`config.mk`:
```
export PLATFORM = sky130hd
export DESIGN_NAME = fnd_display_scheduler
export DESIGN_NICKNAME = d
export VERILOG_FILES = /design/src/rtl/fnd_pkg.sv /design/src/rtl/rr_arbiter.sv /design/src/rtl/fnd_display_scheduler.sv
export SDC_FILE = /design/constraint.sdc
export NUM_CORES = 1
export LEC_CHECK = 0
export ABC_AREA = 1
export BUFFER_PORTS_ARGS = -buffer_cell sky130_fd_sc_hd__clkbuf_2
export CORE_MARGIN = 10
export CORE_UTILIZATION = 35
export DETAILED_ROUTE_END_ITERATION = 8
export PLACE_DENSITY = 0.59
export SLEW_MARGIN = 15
export SYNTH_ARGS = -nofsm -noshare
export SYNTH_HDL_FRONTEND = slang
export SYNTH_HIERARCHICAL = 1
export SYNTH_SLANG_ARGS = --single-unit
```
`constraint.sdc`:
```
create_clock -name PCLK -period 7.69 [get_ports PCLK]
set_input_delay 2.307 -clock PCLK [delete_from_list [all_inputs] [get_ports PCLK]]
set_output_delay 2.307 -clock PCLK [all_outputs]
set_load 0.01 [all_outputs]
```
`src/rtl/fnd_pkg.sv`:
```
// rtl/fnd_pkg.sv - shared constants and FSM state type for the FND display scheduler
// Purpose: register offsets of the FND APB slave, display saturation limit and
//          the scheduler's APB master state encoding.
// Ports:   none (package).
package fnd_pkg;

  localparam logic [4:0]  FND_FCR_ADDR = 5'h00;  // control register: bit 0 = display enable
  localparam logic [4:0]  FND_FDR_ADDR = 5'h04;  // data register: value shown on the 4 digits
  localparam int unsigned FND_MAX_VAL  = 9999;   // largest value 4 decimal digits can show

  typedef enum logic [1:0] {
    ST_IDLE   = 2'd0,
    ST_SETUP  = 2'd1,
    ST_ACCESS = 2'd2,
    ST_ACK    = 2'd3
  } fnd_sched_state_e;

endpackage

```
`src/rtl/rr_arbiter.sv`:
```
// rtl/rr_arbiter.sv - round-robin picker over an eligibility mask
// Purpose: returns the first eligible index found scanning upward from start_i,
//          wrapping past N-1 back to 0.
// Ports:   start_i     - index examined first
//          elig_i      - one bit per candidate, 1 = may be granted
//          gnt_valid_o - some candidate was eligible
//          gnt_idx_o   - index of the chosen candidate (0 when none)
module rr_arbiter #(
  parameter  int N  = 4,
  localparam int IW = (N > 1) ? $clog2(N) : 1
) (
  input  logic [IW-1:0] start_i,
  input  logic [N-1:0]  elig_i,
  output logic          gnt_valid_o,
  output logic [IW-1:0] gnt_idx_o
);

  logic [IW:0]   sum;
  logic [IW-1:0] idx;

  // Scan from the farthest position back to start_i so the closest eligible
  // candidate is the last one written and therefore wins.
  always_comb begin
    gnt_valid_o = 1'b0;
    gnt_idx_o   = '0;
    sum         = '0;
    idx         = '0;
    for (int k = N - 1; k >= 0; k--) begin
      sum = {1'b0, start_i} + (IW + 1)'(k);
      if (sum >= (IW + 1)'(N)) begin
        sum = sum - (IW + 1)'(N);
      end
      idx = sum[IW-1:0];
      if (elig_i[idx]) begin
        gnt_valid_o = 1'b1;
        gnt_idx_o   = idx;
      end
    end
  end

endmodule

```
`src/rtl/fnd_display_scheduler.sv`:
```
// rtl/fnd_display_scheduler.sv - APB master sharing the FND display among requesters
// Purpose: keeps FCR[0] in step with disp_en and writes the value of one
//          round-robin-selected requester to FDR, honouring a minimum hold time
//          before a different requester may take over the display.
// Ports:   PCLK/PRESETn           - clock, asynchronous active-low reset
//          req_valid/req_data     - per-requester level request and value
//          req_ack                - 1-cycle pulse when a requester's value reached FDR
//          disp_en                - wanted display enable
//          owner_id/owner_valid   - current display owner, valid once any FDR write completed
//          busy                   - APB transfer (SETUP, ACCESS or ACK) in progress
//          PADDR..PWDATA, PREADY  - APB master interface to the FND slave
module fnd_display_scheduler
  import fnd_pkg::*;
#(
  parameter  int NUM_REQ     = 4,
  parameter  int DATA_W      = 14,
  parameter  int HOLD_CYCLES = 50_000_000,
  parameter  int MAX_VAL     = FND_MAX_VAL,
  localparam int ID_W        = (NUM_REQ > 1) ? $clog2(NUM_REQ) : 1
) (
  input  logic                      PCLK,
  input  logic                      PRESETn,
  input  logic [NUM_REQ-1:0]        req_valid,
  input  logic [NUM_REQ*DATA_W-1:0] req_data,
  output logic [NUM_REQ-1:0]        req_ack,
  input  logic                      disp_en,
  output logic [ID_W-1:0]           owner_id,
  output logic                      owner_valid,
  output logic                      busy,
  output logic [4:0]                PADDR,
  output logic                      PSEL,
  output logic                      PENABLE,
  output logic                      PWRITE,
  output logic [31:0]               PWDATA,
  input  logic                      PREADY
);

  localparam int              HOLD_W      = $clog2(HOLD_CYCLES + 1);
  localparam logic [HOLD_W-1:0] HOLD_RELOAD = HOLD_W'(HOLD_CYCLES - 1);

  fnd_sched_state_e    state_q;
  logic [4:0]          paddr_q;
  logic [31:0]         pwdata_q;
  logic                psel_q, penable_q, pwrite_q;
  logic [NUM_REQ-1:0]  req_ack_q;
  logic [ID_W-1:0]     owner_id_q, job_idx_q;
  logic                owner_valid_q, fcr_shadow_q, job_fdr_q;
  logic [HOLD_W-1:0]   hold_q;

  logic [ID_W-1:0]     rr_start_d;
  logic [NUM_REQ-1:0]  elig_d;
  logic                gnt_valid_d;
  logic [ID_W-1:0]     gnt_idx_d;
  logic [DATA_W-1:0]   sel_data_d, sat_data_d;

  // Round-robin scan starts just after the current owner, so the owner itself
  // is considered last.
  always_comb begin
    rr_start_d = (owner_id_q == ID_W'(NUM_REQ - 1)) ? '0 : owner_id_q + ID_W'(1);
    elig_d     = '0;
    for (int i = 0; i < NUM_REQ; i++) begin
      elig_d[i] = req_valid[i] &&
                  ((owner_id_q == ID_W'(i)) || !owner_valid_q || (hold_q == '0));
    end
  end

  rr_arbiter #(.N(NUM_REQ)) u_rr_arbiter (
    .start_i     (rr_start_d),
    .elig_i      (elig_d),
    .gnt_valid_o (gnt_valid_d),
    .gnt_idx_o   (gnt_idx_d)
  );

  always_comb begin
    sel_data_d = '0;
    for (int i = 0; i < NUM_REQ; i++) begin
      if (gnt_idx_d == ID_W'(i)) begin
        sel_data_d = req_data[i*DATA_W +: DATA_W];
      end
    end
    sat_data_d = (sel_data_d > DATA_W'(MAX_VAL)) ? DATA_W'(MAX_VAL) : sel_data_d;
  end

  always_ff @(posedge PCLK or negedge PRESETn) begin
    if (!PRESETn) begin
      state_q       <= ST_IDLE;
      paddr_q       <= '0;
      pwdata_q      <= '0;
      psel_q        <= 1'b0;
      penable_q     <= 1'b0;
      pwrite_q      <= 1'b0;
      req_ack_q     <= '0;
      owner_id_q    <= '0;
      owner_valid_q <= 1'b0;
      fcr_shadow_q  <= 1'b0;
      job_fdr_q     <= 1'b0;
      job_idx_q     <= '0;
      hold_q        <= '0;
    end else begin
      req_ack_q <= '0;
      if (hold_q != '0) begin
        hold_q <= hold_q - HOLD_W'(1);
      end
      case (state_q)
        ST_IDLE: begin
          // A pending display-enable change always goes ahead of any data write.
          if (disp_en != fcr_shadow_q) begin
            paddr_q   <= FND_FCR_ADDR;
            pwdata_q  <= {31'b0, disp_en};
            job_fdr_q <= 1'b0;
            psel_q    <= 1'b1;
            pwrite_q  <= 1'b1;
            state_q   <= ST_SETUP;
          end else if (gnt_valid_d) begin
            paddr_q   <= FND_FDR_ADDR;
            pwdata_q  <= 32'(sat_data_d);
            job_fdr_q <= 1'b1;
            job_idx_q <= gnt_idx_d;
            psel_q    <= 1'b1;
            pwrite_q  <= 1'b1;
            state_q   <= ST_SETUP;
          end
        end
        ST_SETUP: begin
          penable_q <= 1'b1;
          state_q   <= ST_ACCESS;
        end
        ST_ACCESS: begin
          if (PREADY) begin
            psel_q    <= 1'b0;
            penable_q <= 1'b0;
            pwrite_q  <= 1'b0;
            state_q   <= ST_ACK;
            if (job_fdr_q) begin
              owner_id_q    <= job_idx_q;
              owner_valid_q <= 1'b1;
              hold_q        <= HOLD_RELOAD;
              req_ack_q     <= NUM_REQ'(1) << job_idx_q;
            end else begin
              fcr_shadow_q <= pwdata_q[0];
            end
          end
        end
        ST_ACK: begin
          state_q <= ST_IDLE;
        end
        default: begin
          state_q <= ST_IDLE;
        end
      endcase
    end
  end

  assign PADDR       = paddr_q;
  assign PWDATA      = pwdata_q;
  assign PSEL        = psel_q;
  assign PENABLE     = penable_q;
  assign PWRITE      = pwrite_q;
  assign req_ack     = req_ack_q;
  assign owner_id    = owner_id_q;
  assign owner_valid = owner_valid_q;
  assign busy        = (state_q != ST_IDLE);

endmodule

```
==> results of run 1 <==
==> routing by layer <==
layer / vias to the layer above / GRT usage [%]
met1: 1629 / 17.1
met3: 12 / 3.99
met2: 123 / 25.3
met5: - / 0
li1: 1797 / -
met4: 0 / 3.98
==> power by group <==
part,switching (uW),internal (uW)
Clock,109,67.9
Combinational,856,386
Sequential,75.6,381
==> layout by cell type (no fill, tap or decap), drive strengths merged, types with 3 or more instances in the layout <==
master	n
nand2	162
clkbuf	94
nor2	72
dfrtp	55
inv	52
nand3	46
o21ai	24
conb	22
nand4	11
xnor2	9
ha	8
xor2	7
a21oi	7
a21boi	6
o31ai	5
o211ai	4
buf	4
nor3	4
or2	4
clkinv	3
==> worst paths after layout <==
kind | start | cells past startpoint | end
min in group asynchronous | PRESETn | 2 | hold_q[2]
max reg2reg | hold_q[0] | 26 | PWDATA[2]
max in group asynchronous | PRESETn | 2 | hold_q[11]
min | PWDATA[5] | 2 | PWDATA[5]
max | req_valid[2] | 20 | PWDATA[2]
min reg2reg | PWDATA[5] | 2 | PWDATA[5]
==> cell families after synthesis <==
kind of cell / count (synthesis) / synth area share, %
compound gates: 54 / 9.40
xor+xnor: 16 / 3.83
fa+ha+maj: 8 / 2.73
buf+inv: 87 / 12.0
flops: 55 / 37.6
other cells: 1 / 0.102
simple gates: 301 / 34.3
==> cell type report <==
class	instances	area (um2)
multi-input cells	401	1920
inverters	53	200
well taps	136	170
fillers	1117	6040
repair buffers	93	475
clock buffers	5	68.8
clock inverters	3	27.5
flip-flops and latches	55	1380
==> tightest hold or removal path, stage by stage (launching register included) <==
cell	delay, ns
dfrtp_1	0.36
nand2_1	0.05
nand2_1	0.06
==> registers in the layout, summed over array words and instances (netlist names) <==
name,flops
PADDR,1
PENABLE,1
PWDATA,14
PWRITE,1
fcr_shadow_q,1
hold_q,26
job_idx_q,2
owner_id,2
owner_valid,1
req_ack,4
state_q,2
==> through the flow <==
step	setup WS (ns)	instances	utilization (%)	total power (uW)	area (um2)
4_1_cts	2.59	746	41.3	1890	4240
3_3_place_gp	2.33	738	40.3	1700	4150
5_1_grt	2.23	746	41.3	2070	4240
6_report	2.64	746	41.3	1880	4240
3_5_place_dp	2.25	738	40.3	1710	4150
2_1_floorplan	3.33	543	-	1420	3740
==> flow_summary.yaml, run 1 <==
timing:
  fin_worst_skew_ns: 0.00838
  max_freq_ghz: 0.198
  fin_crit_ns: 5.05
  slew_headroom_pct: 34.7
  tns_ns: 0
  setup_viol: 0
  drv_slew: 0
  tightest_slew_ns: 0.977
  post-route-period-util_pct: 65.7
  rsz0062_at_grt: "false"
  hold_viol_final: 0
  hold_slack_ns: 0.497
clocking:
  cts_resized: 0
  cts_tree: "built"
  numCtsBuffers: 5
  post_cts_buffers: 0
  clk_pin_slew_ns: 0.11
  clock_path_buffers: 2
  cts_root_buffer: "clkbuf_8"
  hold_buffers: 0
  htree_levels: 2
  clock_sinks: 55
  clock_latency_ns: 0.32
synthesis:
  netlist_area_um2: 3660
  synth_area_leaders: "dfrtp_1 (38%), nand2_1 (16%), nor2_1 (7.3%)"
  synth_edf_count: 0
  ys_seq_area_share_pct: 37.6
  yosysTopAreaCellShare_pct: 37.6
  syn_area_per_cell_um2: 7.01
  synth-seq-cells: 55
  yosysUniqueCellTypes: 39
  synth_ff_type: "dfrtp_1"
  ys_warn_count: 6
  synth_commonest_cells: "nand2_1 (158), nor2_1 (71), dfrtp_1 (55), inv_1 (48), nand3_1 (46)"
  syn_inst: 522
  synth_top_area_cell: "dfrtp_1"
  synth_most_common_cell: "nand2_1"
  async_flop_share_pct: 100
setup_path:
  ff2ff_setup_slack_ns: 2.97
  crit_top_cell: "nand2_1"
  crit_path_end_kind: "register"
  slowest_stage: "a21boi_1"
  cp.arrival_ns: 5.28
  path_cells: "clkbuf_2 -> a21boi_0 -> inv_1 -> nand2_1 -> and2_4 -> nand2_2 -> nand2_1 -> inv_1 -> a21boi_1 -> nor2_1 -> nand2_1 -> nand4_1 -> nor2_1 -> nand2_1 -> nand2_1 -> nand2_1 -> nand2_2 -> nand2_1 -> nand2_1 -> nand2_1"
  crit_type: "primary input to register"
  critPathRequiredTime_ns: 7.92
  cp_top_family: "simple AND/OR/NAND/NOR gates"
  max_stage_delay_ns: 0.76
  crit_path_start_kind: "primary input"
  crit_path_max_fanout: 15
  crit_buf_inv: 3
routing:
  finalWirelength_um: 10800
  via_count: 3561
  wl_met3_um: 777
  firstDrtPassIters: 5
  drtIter0Drc: 206
  drc: 0
  vias_per_cell: 4.77
  dr.max_layer_used: "met4"
  wl_per_cell_um: 14.5
  drtAntennaViolNets: 0
  dr_wl_met2_um: 5260
  met1_length_um: 4600
place:
  placement.io_buffers: 89
  dp_hpwl_um: 8760
  routabilityCongestion: 0.892
global_routing:
  grt_pass1_wl_um: 18000
  grt_pass1_vias: 3710
  antenna_found_initial: 0
  grt_max_degree: 56
  grt_remaining_overflow: 0
  grt_use_total_pct: 14.5
layout:
  diodes: 0
  drive_gt1_share_pct: 18.9
  nets: 681
  syn2layout_area_growth_pct: 15.9
die:
  dieArea_um2: 15000
  ioPinCount: 112
  fp-row-count: 37
  start_util_pct: 35.6
  die_width_um: 122
  die_h_um: 122
  core_um2: 10300
outcome:
  status: "finished clean"
min_path:
  hold_path.class: "register to register"
pwr:
  power_leakage_uw: 0.00226
  ir_worst_vdd_mv: 0.325
  p_per_area_nw_per_um2: 442
job:
  maxCapViolCount: 0
Note: power is estimated with default switching activity, not from simulation.
==> run 2, diff against run 1 <==
PLACE_DENSITY = 0.61   (was 0.59)
clock period = 4.4 ns   (was 7.69 ns; I/O delays follow)
==> flow_summary.yaml, run 2 (synthesis gave the netlist of run 1 again) <==
routing:
  drtAntennaViolNets: 0
  via_count: 3559
  drc: 0
  finalWirelength_um: 10600
  wl_per_cell_um: 14.1
  firstDrtPassIters: 4
  vias_per_cell: 4.75
  drtIter0Drc: 207
pwr:
  p_per_area_nw_per_um2: 772
  swShare_pct: 54.4
  internal_power_uw: 1500
  combPwrFrac_pct: 66.7
  power.switching_uw: 1800
  power_leakage_uw: 0.00228
  power_frac_clock_pct: 9.2
  ir_worst_vdd_mv: 0.538
  power_frac_seq_pct: 24.1
setup_path:
  crit_path_max_fanout: 13
  crit_path_end_kind: "register"
  critPathRequiredTime_ns: 4.63
  crit_top_cell: "nand2_1"
  ff2ff_setup_slack_ns: 0.56
  cp.arrival_ns: 4.07
  cp_top_family: "simple AND/OR/NAND/NOR gates"
  crit_path_start_kind: "register"
  max_stage_delay_ns: 0.41
  crit_type: "register to register"
  slowest_stage: "dfrtp_1"
  crit_buf_inv: 3
layout:
  largest_register_ffs: 26
  final_core_util_pct: 41.6
  nets: 685
  diodes: 0
  drive_gt1_share_pct: 19.5
  top_register: "hold_q"
  final_common_cell: "nand2_1"
  syn2layout_area_growth_pct: 16.7
  final_cell_mix: "nand2_1 (158), clkbuf_2 (89), nor2_1 (70)"
die:
  die_h_um: 122
  die_width_um: 122
  start_util_pct: 35.6
  ioPinCount: 112
  dieArea_um2: 15000
  fp-row-count: 37
  core_um2: 10300
global_routing:
  grt_pass1_wl_um: 17700
  grt_remaining_overflow: 0
  grt_pass1_vias: 3675
  grt_use_total_pct: 14.5
  antenna_found_initial: 0
  grt_max_degree: 42
timing:
  max_freq_ghz: 0.260
  fin_worst_skew_ns: 0.0178
  rsz0062_at_grt: "false"
  tightest_slew_ns: 1.05
  drv_slew: 0
  slew_headroom_pct: 30.1
  post-route-period-util_pct: 87.3
  setup_viol: 0
  fin_crit_ns: 3.84
  tns_ns: 0
  hold_viol_final: 0
outcome:
  status: "finished clean"
clocking:
  clock_sinks: 55
  clock_path_buffers: 2
  htree_levels: 2
  clock_latency_ns: 0.32
  cts_root_buffer: "clkbuf_8"
  cts_tree: "built"
  clk_pin_slew_ns: 0.12
  post_cts_buffers: 0
  numCtsBuffers: 5
job:
  maxCapViolCount: 0
min_path:
  hold_path.class: "register to register"
place:
  dp_hpwl_um: 8740
  routabilityCongestion: 0.920
  placement.io_buffers: 89
-- run 2: repair_timing --
item                       in CTS  in global routing
setup endpoints to repair       0                 11
resized for setup               0                  1
hold buffers                    0                  0
-- run 2: area by class of cell --
type / instances / area [um2]
clock inverter: 3 / 27.5
inverter: 53 / 200
tap: 136 / 170
timing repair buffer: 97 / 505
clock buffer: 5 / 68.8
fill: 1126 / 6000
multi-input combinational: 401 / 1930
sequential: 55 / 1380
-- run 2: worst min-delay path, stage by stage (launching register included) --
cell	delay [ns]
dfrtp_1	0.37
nand2_1	0.05
nand2_1	0.05
-- run 2: final timing paths --
kind	startpoint	endpoint	depth (start not counted)
worst min register to register	PWDATA[4]	PWDATA[4]	2
min in group asynchronous	PRESETn	hold_q[4]	1
max in group asynchronous	PRESETn	PWDATA[7]	2
worst min-delay path	PWDATA[4]	PWDATA[4]	2
worst max-delay path	hold_q[0]	PWDATA[2]	26
worst max register to register	hold_q[0]	PWDATA[2]	26
-- run 2: per-layer routing --
layer  share of wire (%)  global-route usage (%)  vias to the layer above
li1                    -                       -                     1802
met1                  41                    16.4                     1609
met2                  49                    25.6                      131
met3                 7.2                    4.22                       17
met4                 2.1                    4.86                        0
met5                   0                       0                        -
-- run 2: through the flow --
| step | worst slack [ns] | area (um2) | instances | hold slack [ns] | total power [uW] |
|---|---|---|---|---|---|
| 6_report | 0.558 | 4270 | 750 | 0.502 | 3300 |
| 5_1_grt | 0.0512 | 4270 | 750 | 0.522 | 3660 |
| 4_1_cts | 0.502 | 4270 | 750 | 0.507 | 3320 |
| 3_5_place_dp | 0.416 | 4180 | 742 | 0.469 | 3010 |
| 3_3_place_gp | 0.461 | 4180 | 742 | 0.467 | 2980 |
| 2_1_floorplan | 0.912 | 3740 | 543 | 0.445 | 2480 |
-- run 2: power by group through the flow --
stage	Combinational [uW]	Sequential (uW)	Clock, uW
2_1_floorplan	1680	803	0
3_3_place_gp	2170	806	0
3_5_place_dp	2200	804	0
4_1_cts	2210	797	314
5_1_grt	2510	817	333
6_report	2200	795	302
==> run 3, diff against run 2 <==
CORE_ASPECT_RATIO = 0.8   (was not set)
==> flow_summary.yaml, run 3 (synthesis gave the netlist of run 1 again) <==
clocking:
  post_cts_buffers: 0
  htree_levels: 2
  clock_latency_ns: 0.29
  numCtsBuffers: 5
  clock_path_buffers: 2
  cts_tree: "built"
  clock_sinks: 55
  cts_root_buffer: "clkbuf_16"
  clk_pin_slew_ns: 0.07
setup_path:
  crit_path_end_kind: "register"
  crit_buf_inv: 4
  slowest_stage: "dfrtp_1"
  crit_path_max_fanout: 14
  max_stage_delay_ns: 0.40
  critPathRequiredTime_ns: 4.58
  cp_top_family: "simple AND/OR/NAND/NOR gates"
  crit_top_cell: "nand2_1"
  crit_path_start_kind: "register"
  cp.arrival_ns: 4.08
  crit_type: "register to register"
routing:
  firstDrtPassIters: 5
  wl_met3_um: 597
  dr.max_layer_used: "met4"
  finalWirelength_um: 11000
  drtAntennaViolNets: 0
  met1_length_um: 5380
  dr_wl_met2_um: 4980
  drc: 0
  vias_per_cell: 4.69
  wl_per_cell_um: 14.7
  drtIter0Drc: 281
  via_count: 3528
die:
  fp-row-count: 33
  die_h_um: 111
  dieArea_um2: 15000
  core_um2: 10200
  ioPinCount: 112
  die_width_um: 134
  start_util_pct: 35.8
pwr:
  power_frac_seq_pct: 22.9
  swShare_pct: 53.7
  p_per_area_nw_per_um2: 807
  ir_worst_vdd_mv: 0.739
  power_frac_clock_pct: 11.7
  combPwrFrac_pct: 65.4
  power_leakage_uw: 0.00229
  internal_power_uw: 1620
  power.switching_uw: 1880
place:
  dp_hpwl_um: 9030
  routabilityCongestion: 0.965
  place_area_um2: 4170
  placement.io_buffers: 89
timing:
  drv_slew: 0
  slew_headroom_pct: 34.1
  setup_viol: 0
  rsz0062_at_grt: "false"
  hold_viol_final: 0
  fin_crit_ns: 3.90
  tns_ns: 0
  tightest_slew_ns: 0.985
  max_freq_ghz: 0.257
  fin_worst_skew_ns: 0.00762
  post-route-period-util_pct: 88.5
layout:
  drive_gt1_share_pct: 19.6
  syn2layout_area_growth_pct: 18.4
  final_common_cell: "nand2_1"
  diodes: 0
  final_core_util_pct: 42.3
  top_register: "hold_q"
  final_cell_mix: "nand2_1 (156), clkbuf_2 (89), nor2_1 (71)"
  final_cell_area_um2: 4330
  largest_register_ffs: 26
  nets: 683
global_routing:
  grt_max_degree: 32
  antenna_found_initial: 0
  grt_use_total_pct: 14.4
  grt_pass1_vias: 3585
  grt_pass1_wl_um: 18000
  grt_remaining_overflow: 0
min_path:
  hold_path.class: "register to register"
job:
  maxCapViolCount: 0
outcome:
  status: "finished clean"
==> run 3: path summary, 6_finish.rpt <==
kind / slack, ns / depth (start not counted) / start / endpoint
min in group asynchronous: 1.09 / 1 / PRESETn / req_ack[2]
worst max register to register: 0.50 / 26 / hold_q[0] / PWDATA[1]
worst max-delay path: 0.50 / 26 / hold_q[0] / PWDATA[1]
max in group asynchronous: 2.48 / 2 / PRESETn / PWDATA[13]
worst min-delay path: 0.49 / 2 / PWDATA[2] / PWDATA[2]
worst min register to register: 0.49 / 2 / PWDATA[2] / PWDATA[2]
==> run 3: cell type report <==
class	count	area (um2)
flip-flops and latches	55	1380
inverters	53	200
clock buffers	6	139
fillers	1106	5910
multi-input cells	401	1940
clock inverters	2	16.3
well taps	140	175
repair buffers	95	490
==> run 3: metrics by stage <==
step | power, uW | hold WS (ns) | setup slack [ns] | instances
4_1_cts | 3450 | 0.498 | 0.196 | 752
3_5_place_dp | 3030 | 0.472 | 0.206 | 744
5_1_grt | 3840 | 0.507 | 0.0274 | 752
3_3_place_gp | 3030 | 0.472 | 0.299 | 744
2_1_floorplan | 2480 | 0.445 | 0.912 | 543
6_report | 3500 | 0.494 | 0.505 | 752
==> run 3: power by group through the flow <==
stage / sequential, uW / clock [uW] / combinational, uW
after floorplan: 803 / 0 / 1680
after global placement: 807 / 0 / 2220
after global routing: 824 / 443 / 2580
after CTS: 804 / 421 / 2220
final: 803 / 409 / 2290
after detailed placement: 808 / 0 / 2220
==> run 3: timing repair <==
item | in CTS | in global routing
setup endpoints to repair | 0 | 13
endpoints found under the hold margin | 0 | 0
hold buffers | 0 | 0
gates resized for setup | 0 | 6
==> run 3: layer usage <==
layer  global-route usage (%)  vias to the layer above
met5                        0                        -
met4                     2.61                        0
li1                         -                     1799
met3                     2.11                        6
met2                     21.8                      104
met1                     21.1                     1619
==> run 3: worst register-to-register path, stage by stage, from the launching register on <==
cell      delay (ns)
dfrtp_1         0.40
inv_1           0.18
ha_2            0.27
nand2_1         0.13
nor2_2          0.22
nand4_1         0.25
a21boi_1        0.24
inv_1           0.06
nand2_1         0.08
and2_4          0.16
nand2_2         0.05
nand2_2         0.07
clkinv_2        0.05
nand3_1         0.13
nand2_4         0.12
nand2_2         0.17
clkinv_1        0.22
nand2_1         0.14
nand4_1         0.17
nor2_1          0.13
nand2_1         0.06
nand2_1         0.06
nand2_1         0.06
nand2_2         0.18
nand2_1         0.08
nand2_1         0.07
nand2_1         0.06
